===== config.mk =====
export PLATFORM = sky130hd
export DESIGN_NAME = pixel_frame_sequencer
export DESIGN_NICKNAME = d
export VERILOG_FILES = /design/src/rtl/pixel_frame_sequencer.sv
export SDC_FILE = /design/constraint.sdc
export NUM_CORES = 1
export LEC_CHECK = 0
export BUFFER_PORTS_ARGS = -buffer_cell sky130_fd_sc_hd__buf_2
export CAP_MARGIN = 0
export CORE_ASPECT_RATIO = 0.75
export CORE_UTILIZATION = 50
export CTS_BUF_LIST = sky130_fd_sc_hd__clkbuf_4 sky130_fd_sc_hd__clkbuf_8 sky130_fd_sc_hd__clkbuf_16
export DETAILED_ROUTE_END_ITERATION = 10
export PLACE_DENSITY = 0.74
export SLEW_MARGIN = 20
export SYNTH_ARGS = -nofsm -noshare
export SYNTH_HDL_FRONTEND = slang
export SYNTH_SLANG_ARGS = --single-unit

===== constraint.sdc =====
create_clock -name clk -period 2.8 [get_ports clk]
set_input_delay 0.42 -clock clk [delete_from_list [all_inputs] [get_ports clk]]
set_output_delay 0.42 -clock clk [all_outputs]
set_load 0.01 [all_outputs]

===== src/rtl/pixel_frame_sequencer.sv =====
// Frame sequencer for the 2x2 pixel array: timed ERASE/EXPOSE/CONVERT phases, then two row reads handed out over valid/ready.
// Strobes and out_* are registered; the READ phases stall in WAIT1/WAIT2 for as long as out_ready stays low.
module pixel_frame_sequencer #(
    parameter int CNT_W      = 16,
    parameter int READ_SETUP = 2,
    parameter int DATA_W     = 16
) (
    input  logic              clk,
    input  logic              reset,
    input  logic              start,
    input  logic              continuous,
    input  logic [CNT_W-1:0]  cfg_erase,
    input  logic [CNT_W-1:0]  cfg_expose,
    input  logic [CNT_W-1:0]  cfg_convert,
    input  logic [DATA_W-1:0] row1_data,
    input  logic [DATA_W-1:0] row2_data,
    input  logic              out_ready,
    output logic              erase,
    output logic              expose,
    output logic              convert,
    output logic              read1,
    output logic              read2,
    output logic [DATA_W-1:0] out_data,
    output logic              out_row,
    output logic              out_valid,
    output logic              busy,
    output logic              frame_done
);

    localparam logic [2:0] S_IDLE    = 3'd0;
    localparam logic [2:0] S_ERASE   = 3'd1;
    localparam logic [2:0] S_EXPOSE  = 3'd2;
    localparam logic [2:0] S_CONVERT = 3'd3;
    localparam logic [2:0] S_READ1   = 3'd4;
    localparam logic [2:0] S_WAIT1   = 3'd5;
    localparam logic [2:0] S_READ2   = 3'd6;
    localparam logic [2:0] S_WAIT2   = 3'd7;

    localparam logic [CNT_W-1:0] ONE      = CNT_W'(1);
    localparam logic [CNT_W-1:0] SETUP_M1 = CNT_W'(READ_SETUP - 1);

    logic [2:0]        state_q, state_d;
    logic [CNT_W-1:0]  cnt_q, cnt_d;
    logic [CNT_W-1:0]  sh_expose_q, sh_expose_d;
    logic [CNT_W-1:0]  sh_convert_q, sh_convert_d;
    logic [DATA_W-1:0] out_data_q, out_data_d;
    logic              out_row_q, out_row_d;
    logic              out_valid_q, out_valid_d;
    logic              frame_done_q, frame_done_d;
    logic              busy_q, busy_d;
    logic [4:0]        strobe_q, strobe_d;
    logic              xfer;

    // A zero duration still occupies one cycle, so the reload value saturates at 0.
    function automatic logic [CNT_W-1:0] dur_m1(input logic [CNT_W-1:0] v);
        return (v == '0) ? '0 : v - ONE;
    endfunction

    assign xfer = out_valid_q & out_ready;

    always_comb begin
        state_d      = state_q;
        cnt_d        = cnt_q;
        sh_expose_d  = sh_expose_q;
        sh_convert_d = sh_convert_q;
        out_data_d   = out_data_q;
        out_row_d    = out_row_q;
        out_valid_d  = out_valid_q;
        frame_done_d = 1'b0;

        case (state_q)
            S_IDLE: begin
                if (start) begin
                    // The erase duration is consumed straight into the counter, so it needs no shadow.
                    sh_expose_d  = cfg_expose;
                    sh_convert_d = cfg_convert;
                    cnt_d        = dur_m1(cfg_erase);
                    state_d      = S_ERASE;
                end
            end
            S_ERASE: begin
                if (cnt_q == '0) begin
                    cnt_d   = dur_m1(sh_expose_q);
                    state_d = S_EXPOSE;
                end else begin
                    cnt_d = cnt_q - ONE;
                end
            end
            S_EXPOSE: begin
                if (cnt_q == '0) begin
                    cnt_d   = dur_m1(sh_convert_q);
                    state_d = S_CONVERT;
                end else begin
                    cnt_d = cnt_q - ONE;
                end
            end
            S_CONVERT: begin
                if (cnt_q == '0) begin
                    cnt_d   = SETUP_M1;
                    state_d = S_READ1;
                end else begin
                    cnt_d = cnt_q - ONE;
                end
            end
            S_READ1: begin
                if (cnt_q == '0) begin
                    out_data_d  = row1_data;
                    out_row_d   = 1'b0;
                    out_valid_d = 1'b1;
                    state_d     = S_WAIT1;
                end else begin
                    cnt_d = cnt_q - ONE;
                end
            end
            S_WAIT1: begin
                if (xfer) begin
                    out_valid_d = 1'b0;
                    cnt_d       = SETUP_M1;
                    state_d     = S_READ2;
                end
            end
            S_READ2: begin
                if (cnt_q == '0) begin
                    out_data_d  = row2_data;
                    out_row_d   = 1'b1;
                    out_valid_d = 1'b1;
                    state_d     = S_WAIT2;
                end else begin
                    cnt_d = cnt_q - ONE;
                end
            end
            S_WAIT2: begin
                if (xfer) begin
                    out_valid_d  = 1'b0;
                    frame_done_d = 1'b1;
                    if (continuous || start) begin
                        sh_expose_d  = cfg_expose;
                        sh_convert_d = cfg_convert;
                        cnt_d        = dur_m1(cfg_erase);
                        state_d      = S_ERASE;
                    end else begin
                        state_d = S_IDLE;
                    end
                end
            end
            default: state_d = S_IDLE;
        endcase

        // Strobes follow the next state so each flop is high exactly while the FSM sits in its phase.
        strobe_d = {(state_d == S_READ2) || (state_d == S_WAIT2),
                    (state_d == S_READ1) || (state_d == S_WAIT1),
                    (state_d == S_CONVERT),
                    (state_d == S_EXPOSE),
                    (state_d == S_ERASE)};
        busy_d   = (state_d != S_IDLE) || frame_done_d;
    end

    always_ff @(posedge clk or negedge reset) begin
        if (!reset) begin
            state_q      <= S_IDLE;
            cnt_q        <= '0;
            sh_expose_q  <= '0;
            sh_convert_q <= '0;
            out_data_q   <= '0;
            out_row_q    <= 1'b0;
            out_valid_q  <= 1'b0;
            frame_done_q <= 1'b0;
            busy_q       <= 1'b0;
            strobe_q     <= '0;
        end else begin
            state_q      <= state_d;
            cnt_q        <= cnt_d;
            sh_expose_q  <= sh_expose_d;
            sh_convert_q <= sh_convert_d;
            out_data_q   <= out_data_d;
            out_row_q    <= out_row_d;
            out_valid_q  <= out_valid_d;
            frame_done_q <= frame_done_d;
            busy_q       <= busy_d;
            strobe_q     <= strobe_d;
        end
    end

    assign erase      = strobe_q[0];
    assign expose     = strobe_q[1];
    assign convert    = strobe_q[2];
    assign read1      = strobe_q[3];
    assign read2      = strobe_q[4];
    assign out_data   = out_data_q;
    assign out_row    = out_row_q;
    assign out_valid  = out_valid_q;
    assign busy       = busy_q;
    assign frame_done = frame_done_q;

endmodule


### Word level (Yosys, flattened, before mapping)

Index checks and enable logic that the tools add are counted.

| word-level totals | value |
|---|---|
| bits in registers | 76 |
| bits of input ports | 85 |
| output and inout port bits | 25 |
| logic and storage cells | 97 |

| cells by class | value |
|---|---|
| add/sub/neg operators | 4 |
| eq/ne operators | 23 |
| multiplexer cells | 40 |
| bitwise operators | 1 |
| reductions and logical operators | 19 |

Operators with widths:

| operator | count |
|---|---|
| 16-bit 2-to-1 mux | 19 |
| 16-bit case mux with 7 select lines | 1 |
| 16-bit case mux with 2 select lines | 3 |
| 16-bit logical NOT | 4 |
| 16-bit by 1-bit subtractor with 16-bit output, second input constant | 4 |
| 3-bit == test, second input constant | 8 |
| 3-bit 2-to-1 mux | 8 |
| 3-bit case mux with 8 select lines | 1 |
| 2-bit inequality test, second input constant | 7 |
| 3-bit by 2-bit == test with 1-bit output, second input constant | 4 |
| 3-bit by 1-bit == test with 1-bit output, second input constant | 2 |
| 1-bit 2-to-1 mux | 6 |
| 3-bit AND reduction | 2 |
| 2-bit nonzero test | 3 |
| 5-bit AND reduction | 1 |
| 1-bit logical OR | 4 |
| 2-bit by 1-bit inequality test with 1-bit output, second input constant | 2 |
| 1-bit case mux with 2 select lines | 2 |
| 4-bit AND reduction | 1 |
| 2-bit OR reduction | 2 |
| 3-bit logical NOT | 1 |
| 3-bit nonzero test | 1 |
| 1-bit bitwise AND | 1 |

### Longest topological paths before layout

| depth | value |
|---|---|
| word-level depth | 6 |
| depth in mapped cells | 9 |
| gate-level depth less buffers | 8 |

### Least setup slack after synthesis

No wires, ideal clock.

| timing | value |
|---|---|
| path type | reg2reg |
| from | register sh_convert_q[7] |
| to | register cnt_q[14] |
| setup time | 141 ps |
| arrival time | 2,101 ps |
| data required time | 2,659 ps |
| path slack | 559 ps |
| stages on the path, launching flop included | 9 |
| buffers on the path | 2 |
| clock period less this slack | 2,241 ps |
| cells stage by stage | dfrtp_1 or4_4 or2_0 buf_6 o31ai_4 buf_4 nor2_1 a211oi_1 o221ai_1 |

| between the ends | value |
|---|---|
| cells in the longest elaborated chain, start to end | 4 |
| elaborated cells between the ends (all ways) | 5 |
| classes of those cells | add/sub: 1; mux: 3; reduce/logical: 1 |

RTL lines:

| what | line | text |
|---|---|---|
| start, declared | 45 | `logic [CNT_W-1:0] sh_convert_q, sh_convert_d;` |
| start signal, assigned | 174 | `sh_convert_q <= sh_convert_d;` |
| 16-bit by 1-bit subtractor with 16-bit output or 16-bit logical NOT (tied branches) | 56 | `return (v == '0) ? '0 : v - ONE;` |
| 16-bit 2-to-1 mux (*) | 56 |  |
| 16-bit 2-to-1 mux (*) | 90 | `if (cnt_q == '0) begin` |
| 16-bit case mux with 7 select lines (*) | 71 | `case (state_q)` |
| end signal, assigned | 172 | `cnt_q <= cnt_d;` |
| end, declared | 43 | `logic [CNT_W-1:0] cnt_q, cnt_d;` |

Every way passes the cells marked *; elsewhere a longest branch is shown, timed or not.
A chain may end at the register's enable or synchronous reset.

### Final worst setup path

| timing | value |
|---|---|
| from | register cnt_q[0] |
| to | register cnt_q[2] |

| between the ends | value |
|---|---|
| cells in the longest elaborated chain, start to end | 3 |
| elaborated cells between the ends (all ways) | 9 |
| classes of those cells | add/sub: 1; eq/ne: 1; mux: 5; reduce/logical: 2 |

RTL lines:

| what | line |
|---|---|
| 16-bit by 1-bit subtractor with 16-bit output or 16-bit logical NOT (tied branches) | -- |
| 16-bit 2-to-1 mux, or another cell as far along | 106, 123 |
| 16-bit case mux with 7 select lines or 5-bit AND reduction (tied branches) | -- |

Parallel ways exist; a longest one is shown, timed or not. The select of a mux whose other input is x is not followed.

==> results.ini <==
[timing]
worstMarginPinSlew_ns=0.9631
fin_setup_tns_ns=0
fmax_mhz=388.6
finalMaxSlewViolations=0
skew_ns=0.004648
fin_crit_sh_pct=91.90
slew_headroom_pct=35.79
final_hold_viol_count=0
holdWs_ns=0.2356
rsz0062_at_grt=no
fin_crit_ns=2.573
setup_violations=0

[power]
power_density_mw_per_mm2=420.1
p_sw_mw=0.5211
power_frac_seq_pct=44.0
p_int_mw=1.974
power_mw=2.495
power.share.clock_pct=51.1
vdd_drop_max_uv=351.3
combPwrFrac_pct=4.9
leakage_nw=2.678
p_sw_share_pct=20.89

[global_route]
globalRouteOverflowTotal=0
grt_pass1_wl_mm=21.16
antenna_found_initial=0
grt_max_degree=77
grt_usage_pct=27.21
grt_pass1_vias=4214

[synth]
syn_avg_cell_area_sq_um=9.168
synth_warnings=0
synthArstFlopShare_pct=100.0
synth_area_sq_mm=0.004868
synth_area_leaders=dfrtp_1 (39%), mux2_2 (6.7%), mux2i_1 (4.7%), a21oi_1 (4.6%), nor2_1 (4.2%)
synth_top_area_cell=dfrtp_1
synth_top_area_share_pct=39.06
synth_cell_types=63
synth_edf_count=0
synthCells=531
synth_top_flop_cell=dfrtp_1
synth_fp_nets=621
synth-seq-cells=76
yosysSeqAreaShare_pct=39.06

[status]
outcome=completed

[clocking]
post_cts_buffers=0
cts_buffer_depth=2
cts-resized-gates=0
numCtsBuffers=9
cts_root_buf=clkbuf_16
cts_sinks=76
holdBufCountCts=0
htreeDepth=3
cts_tree=yes
clkTransAtPathRegs_ns=0.06
clk_latency_ns=0.34

[routing]
routed_wl_mm=12.88
detail_route.first_pass.iterations=5
drcViolationCount=0
via_per_inst=5.793
ant_nets=0
post_drt_wl_per_cell_microns=16.53
vias=4513
drt_iter0_drc=268

[worst_setup_path]
crit_type=flop to flop
cp_slowest_cell=a311oi_2
path_cells=inv_1, ha_1, and4_1, a311oi_2, nand2_1, o41ai_1
startpoint_type=flop
slowest_delay_ns=0.66
critical_path.max_fanout=12
critPathRequiredTime_ns=3.01
arrival_ns=2.79
end_kind=flop
cp_top_family=compound AO/OA/AOI/OAI gates
path_buf_inv=1

[floorplan]
die_y_microns=87.46
fp-row-count=30
start_util_pct=52.72
core_sq_mm=0.009234
dieArea_sq_mm=0.01014
io_pins=110
die_w_microns=115.9

[final_layout]
syn_to_final_growth_pct=22.00
n_antenna_cell=0
nNetsFinal=736
post-route-util_pct=64.32
drive_gt1_share_pct=29.34

[place]
gp_routability_congestion=0.9231
io_buffers=109
hpwlAfterDp_mm=9.621

[min_path]
hold_class=primary input to asynchronous set/reset pin

[run]
maxCapViolations=0

==> routing by layer <==
metal / vias to the layer above / GRT usage, % / share of wire [%] / wire [microns]
li1: 2194 / - / - / -
met1: 2121 / 38.17 / 45 / 5837
met2: 177 / 40.37 / 44 / 5709
met3: 21 / 9.186 / 9.2 / 1180
met4: 0 / 6.527 / 1.1 / 148
met5: - / 0 / 0 / 0
==> cell usage after synthesis, drive strengths merged (2+ instances only) <==
cell type	number
clkbuf	14
nand3	9
a21boi	2
o41ai	4
nand2	30
mux2i	23
o21ai	29
nor3	26
xor2	18
o31ai	8
nor3b	3
nor4	13
dfrtp	76
nand4	6
nand4b	2
nor2b	6
a22oi	3
ha	5
mux2	29
or4b	2
a211oi	2
nand3b	4
inv	13
buf	13
o22ai	6
a31oi	12
a2111oi	2
xnor2	20
nand2b	5
or2	3
a21o	2
or4	8
a21oi	46
o221ai	7
and2	3
nor2	56
or3	8
==> registers in the layout, summed over array words and instances (netlist names), 3 cells and up <==
register and cells:
strobe_q 5, sh_convert_q 16, sh_expose_q 16, cnt_q 16, state_q 3, out_data 16
==> final cells by class <==
class	instances	area (sq um)
Inverter	13	48.80
Tap cell	128	160.2
Fill cell	773	3294
Timing Repair Buffer	131	725.7
Multi-Input combinational cell	415	2773
Sequential cell	76	1902
Clock buffer	11	246.5
Clock inverter	5	83.83
==> power by group through the flow <==
stage	Clock (mW)	Combinational (mW)	Sequential, mW
after detailed placement	0	0.122	1.12
after CTS	1.30	0.123	1.10
after global routing	1.33	0.139	1.10
after global placement	0	0.118	1.12
final	1.28	0.122	1.10
after floorplan	0	0.0268	1.12
==> cell usage in the layout (no fill, tap or decap), drive strengths merged, types with 4 or more instances in the layout <==
master and count:
buf 131, dfrtp 76, nor2 56, a21oi 46, nand2 30, mux2 29, o21ai 29, nor3 26
mux2i 23, xnor2 20, xor2 18, inv 14, nor4 13, a31oi 12, clkbuf 11, nand3 9
or3 8, o31ai 8, or4 8, o221ai 7, nand4 6, o22ai 6, nor2b 6, nand2b 5
ha 5, nand3b 4, o41ai 4
==> path summary, 6_finish.rpt <==
kind | to | depth (start not counted) | from | slack, ns
max in group asynchronous | out_data[4]$_DFFE_PN0P_ | 1 | reset | 1.95
setup / recovery | cnt_q[2]$_DFFE_PN0P_ | 6 | cnt_q[0]$_DFFE_PN0P_ | 0.23
setup reg to reg | cnt_q[2]$_DFFE_PN0P_ | 6 | cnt_q[0]$_DFFE_PN0P_ | 0.23
hold reg to reg | out_row$_DFFE_PN0P_ | 1 | out_row$_DFFE_PN0P_ | 0.51
min in group clk | sh_convert_q[10]$_DFFE_PN0P_ | 3 | cfg_convert[10] | 0.28
hold / removal | sh_convert_q[4]$_DFFE_PN0P_ | 1 | reset | 0.24
==> cells by family after synthesis <==
logic type | count (synthesis) | synth area share, %
multiplexers | 52 | 11.44
AND/OR/NAND/NOR | 188 | 20.12
XOR/XNOR | 38 | 6.836
flip-flops | 76 | 39.06
AO/OA/AOI/OAI | 132 | 17.04
adder cells (fa/ha/maj) | 5 | 1.285
buffers and inverters | 40 | 4.215
==> worst register-to-register path, stage by stage (launching register included) <==
cell      delay (ns)
dfrtp_1         0.42
inv_1           0.06
ha_1            0.25
and4_1          0.21
a311oi_2        0.66
nand2_1         0.39
o41ai_1         0.45
==> metrics by stage <==
step	setup WS, ns	cells	area (sq um)
floorplan	0.5588	531	4868
global placement	0.3281	763	5609
finish	0.2267	779	5939
global route	0.01852	779	5939
CTS	0.2589	779	5939
detailed placement	0.2720	763	5609
(Power assumes the default switching activity.)
